<file path="config.mk">
export PLATFORM = sky130hd
export DESIGN_NAME = render_req_tracker
export DESIGN_NICKNAME = d
export VERILOG_FILES = /design/src/rtl/render_arb_pkg.sv /design/src/rtl/render_onehot_enc.sv /design/src/rtl/render_req_tracker.sv
export SDC_FILE = /design/constraint.sdc
export NUM_CORES = 1
export LEC_CHECK = 0
export ABC_AREA = 1
export BUFFER_PORTS_ARGS = -buffer_cell sky130_fd_sc_hd__buf_2
export CORE_ASPECT_RATIO = 1.1
export CORE_MARGIN = 2
export CORE_UTILIZATION = 53
export DETAILED_ROUTE_END_ITERATION = 8
export PLACE_DENSITY = 0.82
export RECOVER_POWER = 100
export SKIP_LAST_GASP = 1
export SYNTH_ARGS = -nofsm -noshare
export SYNTH_HDL_FRONTEND = slang
export SYNTH_HIERARCHICAL = 1
export SYNTH_SLANG_ARGS = --single-unit
</file>
<file path="constraint.sdc">
create_clock -name clk -period 3.4 [get_ports clk]
set_clock_uncertainty 0.1 [all_clocks]
set_input_delay 0.68 -clock clk [delete_from_list [all_inputs] [get_ports clk]]
set_output_delay 0.68 -clock clk [all_outputs]
set_load 0.02 [all_outputs]
</file>
<file path="src/rtl/render_arb_pkg.sv">
// Shared constants, FSM state type and one-hot legality check for the render
// request tracker and its grant decoder.
package render_arb_pkg;

   localparam int N_CLIENTS = 6;
   localparam int IDX_W     = 3;
   localparam int BURST_LEN = 4;
   localparam int BEAT_W    = 2;
   localparam int CNT_W     = 4;

   typedef enum logic [1:0] {
      IDLE  = 2'd0,
      BURST = 2'd1,
      DONE  = 2'd2
   } state_e;

   function automatic logic is_onehot(input logic [N_CLIENTS-1:0] v);
      return (v != '0) && ((v & (v - N_CLIENTS'(1))) == '0);
   endfunction

endpackage

</file>
<file path="src/rtl/render_onehot_enc.sv">
// Combinational one-hot to index encoder; onehot_ok flags exactly one bit set
// so the caller can reject empty or multi-bit grants.
module render_onehot_enc
   import render_arb_pkg::*;
(
   input  logic [N_CLIENTS-1:0] onehot,
   output logic [IDX_W-1:0]     idx,
   output logic                 onehot_ok
);

   always_comb begin
      // NOTE: idx gets a default before the loop so no path leaves it unassigned (no latch).
      idx = '0;
      for (int i = 0; i < N_CLIENTS; i++) begin
         if (onehot[i]) idx = idx | IDX_W'(i);
      end
   end

   assign onehot_ok = is_onehot(onehot);

endmodule

</file>
<file path="src/rtl/render_req_tracker.sv">
// Collects client request pulses into a pending vector, runs one fixed-length
// burst per arbiter grant and pulses done on retirement.
// Build option: RENDER_TRACKER_REQ_COUNT_EN gives each client a saturating request counter.
module render_req_tracker
   import render_arb_pkg::*;
(
   input  logic                 clk,
   input  logic                 rst_n,
   input  logic [N_CLIENTS-1:0] req_pulse,
   output logic [N_CLIENTS-1:0] req_vec,
   input  logic [N_CLIENTS-1:0] gnt_onehot,
   output logic                 bus_valid,
   input  logic                 bus_ready,
   output logic [IDX_W-1:0]     bus_client,
   output logic [BEAT_W-1:0]    bus_beat,
   output logic                 bus_last,
   output logic [N_CLIENTS-1:0] done,
   output logic                 err_gnt
);

   localparam logic [BEAT_W-1:0] LAST_BEAT = BEAT_W'(BURST_LEN - 1);

   state_e                 state_q;
   logic [N_CLIENTS-1:0]   grant_q;
   logic [IDX_W-1:0]       idx_q;
   logic [BEAT_W-1:0]      beat_q;
   logic                   valid_q;
   logic [N_CLIENTS-1:0]   done_q;
   logic                   err_q;

   logic [IDX_W-1:0]       gnt_idx;
   logic                   gnt_ok;
   logic                   gnt_legal;
   logic                   retire;
   logic [N_CLIENTS-1:0]   retire_vec;

   render_onehot_enc u_enc (
      .onehot    (gnt_onehot),
      .idx       (gnt_idx),
      .onehot_ok (gnt_ok)
   );

   assign gnt_legal  = gnt_ok && ((gnt_onehot & req_vec) != '0);
   assign bus_last   = (state_q == BURST) && (beat_q == LAST_BEAT);
   assign retire     = bus_last && bus_ready;
   assign retire_vec = retire ? grant_q : '0;

   always_ff @(posedge clk) begin
      // NOTE: state registers use non-blocking assignments so every flop samples pre-edge values.
      if (!rst_n) begin
         state_q <= IDLE;
         grant_q <= '0;
         idx_q   <= '0;
         beat_q  <= '0;
         valid_q <= 1'b0;
         done_q  <= '0;
         err_q   <= 1'b0;
      end else begin
         done_q <= '0;
         err_q  <= 1'b0;
         case (state_q)
            IDLE: begin
               if (gnt_onehot != '0) begin
                  if (gnt_legal) begin
                     grant_q <= gnt_onehot;
                     idx_q   <= gnt_idx;
                     beat_q  <= '0;
                     valid_q <= 1'b1;
                     state_q <= BURST;
                  end else begin
                     err_q <= 1'b1;
                  end
               end
            end
            BURST: begin
               if (bus_ready) begin
                  if (bus_last) begin
                     beat_q  <= '0;
                     valid_q <= 1'b0;
                     done_q  <= grant_q;
                     state_q <= DONE;
                  end else begin
                     beat_q <= beat_q + 1'b1;
                  end
               end
            end
            DONE:    state_q <= IDLE;
            default: state_q <= IDLE;
         endcase
      end
   end

`ifdef RENDER_TRACKER_REQ_COUNT_EN
   localparam logic [CNT_W-1:0] CNT_MAX = '1;
   logic [CNT_W-1:0] cnt_q [N_CLIENTS];

   always_ff @(posedge clk) begin
      if (!rst_n) begin
         // NOTE: the counter array is reset because req_vec is decoded straight from it.
         for (int i = 0; i < N_CLIENTS; i++) cnt_q[i] <= '0;
      end else begin
         for (int i = 0; i < N_CLIENTS; i++) begin
            case ({req_pulse[i], retire_vec[i]})
               2'b10:   if (cnt_q[i] != CNT_MAX) cnt_q[i] <= cnt_q[i] + 1'b1;
               2'b01:   if (cnt_q[i] != '0)      cnt_q[i] <= cnt_q[i] - 1'b1;
               default: ;
            endcase
         end
      end
   end

   always_comb begin
      for (int i = 0; i < N_CLIENTS; i++) req_vec[i] = (cnt_q[i] != '0);
   end
`else
   logic [N_CLIENTS-1:0] pending_q;

   // A new pulse overrides a same-cycle retirement so the client is served again.
   always_ff @(posedge clk) begin
      if (!rst_n) pending_q <= '0;
      else        pending_q <= (pending_q & ~retire_vec) | req_pulse;
   end

   assign req_vec = pending_q;
`endif

   assign bus_valid  = valid_q;
   assign bus_client = idx_q;
   assign bus_beat   = beat_q;
   assign done       = done_q;
   assign err_gnt    = err_q;

endmodule

</file>
==> results of run 1 <==
## worst register-to-register path, cell delays in order (launching register included)
cell,delay (ps)
dfxtp_1,380
nand2_1,60
nand2_1,70
nor2_2,50
nand2_2,70
nand3_1,430
o21ai_0,360
a21oi_1,60
## flip-flops by register name (all words and copies together) (netlist names)
register / cells
bus_beat: 2
bus_valid: 1
done: 6
bus_client: 3
state_q: 2
err_gnt: 1
req_vec: 6
grant_q: 6
## kinds of logic (layout without fill, tap and decap cells)
| logic type | count (synthesis) | in the layout | synth area share [%] |
|---|---|---|---|
| AOI/OAI and AO/OA | 33 | 33 | 14.8 |
| and+or+nand+nor | 65 | 65 | 25.5 |
| DFF | 27 | 27 | 47.1 |
| buffers and inverters | 33 | 68 | 11.5 |
| adders and majority gates | 1 | 1 | 1.09 |
## cell usage after synthesis
| cell type | count |
|---|---|
| nand2_1 | 29 |
| dfxtp_1 | 27 |
| inv_1 | 26 |
| nor2_1 | 18 |
| a21oi_1 | 16 |
| o21ai_0 | 14 |
| nand2_2 | 5 |
| nor2_2 | 5 |
| inv_2 | 4 |
| nand3_1 | 3 |
| nand3_2 | 2 |
| nand4_1 | 2 |
| a21oi_2 | 1 |
| a31oi_1 | 1 |
| buf_6 | 1 |
| clkbuf_1 | 1 |
| clkbuf_2 | 1 |
| ha_1 | 1 |
| o21ai_1 | 1 |
| or2_1 | 1 |
## per-stage QoR
stage | total power, µW | setup WS (ps) | hold slack, ps | cells
floorplan | 411 | 1670 | 325 | 159
global placement | 439 | 1290 | 329 | 218
detailed placement | 443 | 1160 | 337 | 218
CTS | 575 | 1370 | 357 | 222
global route | 599 | 917 | 368 | 222
finish | 568 | 1130 | 354 | 222
## power by group
group	internal (µW)	total [µW]	switching (µW)
clock network	44.1	137	92.6
logic	29.6	91.3	61.7
registers	332	340	8.35
total	405	568	163
## worst max path at each step
stage             startpoint         end  slack [ps]  cells past startpoint
2_1_floorplan    bus_beat[0]    bus_last        1670                      3
3_3_place_gp   gnt_onehot[3]  grant_q[4]        1290                      9
3_5_place_dp   gnt_onehot[3]  grant_q[4]        1160                      9
4_1_cts          bus_beat[0]    bus_last        1370                      4
5_1_grt        gnt_onehot[3]  grant_q[3]         920                      9
6_report       gnt_onehot[3]  grant_q[4]        1130                      9
## per-layer routing
layer / GRT usage (%) / wire length [µm] / up-vias
met5: 0 / 0 / -
met4: 9.05 / 24 / 0
met3: 3.71 / 97 / 4
met2: 38.4 / 1200 / 27
met1: 25.7 / 1130 / 500
li1: - / - / 563
## cell type report
| class | instances | share of cell area, % |
|---|---|---|
| Clock buffer | 3 | 1.71 |
| Sequential cell | 27 | 41.0 |
| Multi-Input combinational cell | 99 | 34.8 |
| Timing Repair Buffer | 34 | 10.9 |
| Inverter | 30 | 8.55 |
| Tap cell | 28 | 2.66 |
| Clock inverter | 1 | 0.380 |
==> impl_metrics.py, run 1 <==
metrics = {
    "outcome": {
        "status": "completed",
    },
    "sta": {
        "period_share_pct": 66.9,
        "period_minus_slack_ps": 2270,
        "setup_viol": 0,
        "worstMarginPinSlew_ps": 615,
        "hold_viol": 0,
        "fin_setup_tns_ps": 0,
        "slew_headroom_pct": 58.9,
        "final-max-slew-violation-count": 0,
        "fmax_mhz": 440,
        "rsz0062_at_grt": "no",
    },
    "floorplanning": {
        "core.rowCount": 17,
        "die_area_mm2": 0.00256,
        "die_h_um": 52.8,
        "ios": 35,
        "die_width_um": 48.4,
        "start_util_pct": 56.8,
        "core_mm2": 0.00202,
    },
    "detailed_routing": {
        "antenna_left": 0,
        "wl_um": 2450,
        "wl_per_cell_um": 11.0,
        "drcViolationCount": 0,
        "vias": 1094,
        "dr.pass1.iters": 4,
        "first_iter_violations": 18,
        "viasPerCell": 4.93,
    },
    "critical_path": {
        "worstSetupEndpointType": "flop",
        "cp_data_arrival_time_ps": 2380,
        "crit_required_ps": 3500,
        "timing.rr.start": "req_vec[4]",
        "cpMaxStageDelayCell": "nand3_1",
        "reg2reg_setup_slack_ps": 1700,
        "critPathKind": "input port to flop",
        "crit_buf_inv": 2,
        "crit_chain": "clkbuf_1, nor2_1, o21ai_0, nand2_1, inv_1, nor2_1, nand3_1, o21ai_0, a21oi_1",
        "rr_worst_depth": 7,
        "cp_top_family": "simple AND/OR/NAND/NOR gates",
        "cp_max_fo": 19,
        "r2r-end": "grant_q[4]",
        "cpPeakStageDelay_ps": 480,
        "crit_path_start_kind": "input port",
    },
    "cts": {
        "ctsHoldBuffers": 0,
        "cts_buffer_depth": 2,
        "ctsResizeCount": 0,
        "cts.sink_count": 27,
        "numCtsBuffers": 3,
        "h-tree-depth": 1,
        "clk_latency_ps": 320,
        "cts_tree": "yes",
        "cts.clk_slew.worst_paths_ps": 140,
        "post_cts_buffers": 0,
        "cts-root-buf": "clkbuf_4",
    },
    "global_route": {
        "grt_start_max_net_pins": 20,
        "grt_pass1_vias": 1015,
        "grt_overflow_total": 0,
        "grt_antenna_before_repair": 0,
        "grtUsageTotal_pct": 21.5,
        "grt_pass1_wl_um": 4220,
    },
    "cells_and_area": {
        "final_nets": 211,
        "stdcell_area_mm2": 0.00132,
        "final-seq-area_um2": 541,
        "most-common-layout-cells": "30 x nand2_1, 27 x inv_1, 27 x dfxtp_1, 21 x clkbuf_1, 20 x nor2_1",
        "layout.cells.most_common": "nand2_1",
        "fillCellCount": 202,
        "fin_util_pct": 65.2,
        "drive_above_1_share_pct": 14.4,
        "multiInputGateArea_um2": 458,
        "num_antenna_cells": 0,
        "area_growth_syn_to_layout_pct": 14.7,
    },
    "logic_synthesis": {
        "synth_area_per_cell_um2": 7.22,
        "ys_ff_latch": 27,
        "yosysSeqAreaShare_pct": 47.1,
        "yosys.area.top_type": "dfxtp_1",
        "yosys-top-cells-area": "dfxtp_1 47%, nand2_1 9.5%, inv_1 8.5%",
        "synth_fp_nets": 175,
        "yosysUniqueCellTypes": 20,
        "yosysWarnings": 6,
        "yosysTopAreaCellShare_pct": 47.1,
        "syn_inst": 159,
        "syn-cell-area_mm2": 0.00115,
    },
    "min_path": {
        "holdPathStages": 2,
        "holdCritPathClass": "flop to flop",
        "min_from": "bus_client[2]",
        "holdPathEnd": "bus_client[2]",
    },
    "flow_run": {
        "drv_cap": 0,
    },
    "placed_design": {
        "gp_congestion": 0.911,
        "dpl_cell_area_mm2": 0.00133,
        "post-dp-hpwl_um": 1870,
        "port-buffer-count": 34,
    },
    "power": {
        "ir_worst_vdd_mv": 0.301,
        "p_leak_uw": 0.000585,
        "power_density_mw_per_mm2": 431,
    },
}
No activity file was read; power rests on OpenSTA's default activity.
==> inputs of run 2 (changes only) <==
--- a/config.mk
+++ b/config.mk
@@ -9,9 +9,9 @@
 export BUFFER_PORTS_ARGS = -buffer_cell sky130_fd_sc_hd__buf_2
 export CORE_ASPECT_RATIO = 1.1
 export CORE_MARGIN = 2
-export CORE_UTILIZATION = 53
+export CORE_UTILIZATION = 49
 export DETAILED_ROUTE_END_ITERATION = 8
-export PLACE_DENSITY = 0.82
+export PLACE_DENSITY = 0.77
 export RECOVER_POWER = 100
 export SKIP_LAST_GASP = 1
 export SYNTH_ARGS = -nofsm -noshare
==> constraint.sdc (replaced) <==
create_clock -name clk -period 2.4 [get_ports clk]
set_clock_uncertainty 0.1 [all_clocks]
set_input_delay 0.48 -clock clk [delete_from_list [all_inputs] [get_ports clk]]
set_output_delay 0.48 -clock clk [all_outputs]
set_load 0.02 [all_outputs]
==> run 2 against run 1 <==
Compared with the run above: clock power is 42% higher; critical path depth stayed put; global-route usage is 1.7 points lower; cell area stayed put; critical path type unchanged; largest cell class unchanged; largest power group unchanged; final cell count is 0.90% higher.
==> impl_metrics.py, run 2 (same netlist as run 1, synthesis figures left out) <==
metrics = {
    "outcome": {
        "status": "completed",
    },
    "detailed_routing": {
        "vias": 1067,
        "first_iter_violations": 19,
        "viasPerCell": 4.76,
        "wl_um": 2470,
        "wl_per_cell_um": 11.0,
        "antenna_left": 0,
        "drcViolationCount": 0,
        "dr.pass1.iters": 4,
    },
    "global_route": {
        "grt_antenna_before_repair": 0,
        "grt_overflow_total": 0,
        "grtUsageTotal_pct": 19.8,
        "grt_start_max_net_pins": 20,
        "grt_pass1_wl_um": 3990,
        "grt_pass1_vias": 964,
    },
    "placed_design": {
        "place_ws_ps": 402,
        "gp_congestion": 0.891,
        "post-dp-hpwl_um": 1910,
        "dp_cells": 220,
        "port-buffer-count": 34,
        "dpl_cell_area_mm2": 0.00134,
    },
    "sta": {
        "final-max-slew-violation-count": 0,
        "fmax_mhz": 508,
        "fin_setup_tns_ps": 0,
        "period_share_pct": 82.0,
        "hold_viol": 0,
        "period_minus_slack_ps": 1970,
        "worstMarginPinSlew_ps": 610,
        "fin_ws_ps": 432,
        "rsz0062_at_grt": "no",
        "setup_viol": 0,
        "fin_hold_ws_ps": 268,
        "slew_headroom_pct": 59.2,
    },
    "power": {
        "power_density_mw_per_mm2": 611,
        "ir_worst_vdd_mv": 0.491,
        "p_leak_uw": 0.000581,
    },
    "critical_path": {
        "critPathKind": "input port to flop",
        "cpPeakStageDelay_ps": 480,
        "crit_required_ps": 2500,
        "crit_chain": "buf_2, nor2_1, o21ai_1, nand2_1, inv_1, nor2_1, nand3_1, o21ai_0, a21oi_1",
        "startpoint": "gnt_onehot[3]",
        "crit_buf_inv": 2,
        "cp_data_arrival_time_ps": 2070,
        "cpMaxStageDelayCell": "nand3_1",
        "cp_top_family": "simple AND/OR/NAND/NOR gates",
        "crit_path_start_kind": "input port",
        "worstSetupEndpointType": "flop",
        "crit_top_cell": "nor2_1",
        "cp_max_fo": 19,
        "timing.rr.start": "req_vec[1]",
    },
    "cts": {
        "cts.clk_slew.worst_paths_ps": 140,
        "cts.sink_count": 27,
        "ctsResizeCount": 0,
        "cts-root-buf": "clkbuf_4",
        "clk_latency_ps": 320,
        "numCtsBuffers": 3,
        "cts_buffer_depth": 2,
        "ctsHoldBuffers": 0,
        "cts_tree": "yes",
        "post_cts_buffers": 0,
        "h-tree-depth": 1,
    },
    "cells_and_area": {
        "drive_above_1_share_pct": 13.4,
        "area_growth_syn_to_layout_pct": 14.7,
        "most-common-layout-cells": "30 x nand2_1, 27 x inv_1, 27 x dfxtp_1, 21 x nor2_1, 21 x clkbuf_1",
        "layout.cells.most_common": "nand2_1",
        "stdcell_area_mm2": 0.00132,
        "final_nets": 211,
        "num_antenna_cells": 0,
        "final_cells": 224,
    },
    "min_path": {
        "min_from": "req_pulse[3]",
        "holdCritPathClass": "input port to flop",
    },
    "floorplanning": {
        "die_h_um": 54.8,
        "core.rowCount": 18,
        "start_util_pct": 51.5,
        "die_area_mm2": 0.00275,
        "die_width_um": 50.2,
        "ios": 35,
        "core_mm2": 0.00223,
    },
    "flow_run": {
        "drv_cap": 0,
    },
}
-- run 2: cell count changes in the layout (fill, tap and decap cells not counted), sizes merged --
cell,delta
buf,+1
inv,-1
-- run 2: path summary, 6_finish.rpt --
check	endpoint	slack, ps	cells after the start
max	grant_q[3]	430	9
min	req_vec[3]	270	3
max reg2reg	grant_q[3]	670	7
min reg2reg	bus_client[2]	350	2
-- run 2: power by group --
part	leakage (µW)	internal [µW]	total [µW]	switching (µW)
registers	0.000221	470	481	11.5
clock network	0.0000150	65.1	194	129
logic	0.000345	41.9	129	87.2
-- run 2: routing by layer --
layer / global-route usage [%] / share of wire (%) / wire length [µm]
met5: 0 / 0 / 0
met4: 11.6 / 1.7 / 41
met3: 3.83 / 3.5 / 87
met2: 36.2 / 50 / 1240
met1: 21.6 / 44 / 1100
-- run 2: final cells by class --
class / count / area [µm²]
fillers: 220 / 912
repair buffers: 34 / 145
inverters: 30 / 113
flip-flops and latches: 27 / 541
multi-input cells: 99 / 455
clock buffers: 4 / 26.3
well taps: 30 / 37.5
-- run 2: worst register-to-register path, delay by kind of cell, from the launching register on --
family           cells  cell delay, ps
AND/OR/NAND/NOR      5             690
AO/OA/AOI/OAI        2             450
flip-flops           1             380
-- run 2: through the flow --
stage | power, µW | util (%)
after floorplan | 582 | -
after global routing | 843 | 59.1
after global placement | 622 | 59.9
after CTS | 813 | 61.1
final | 805 | 59.1
after detailed placement | 627 | 59.9
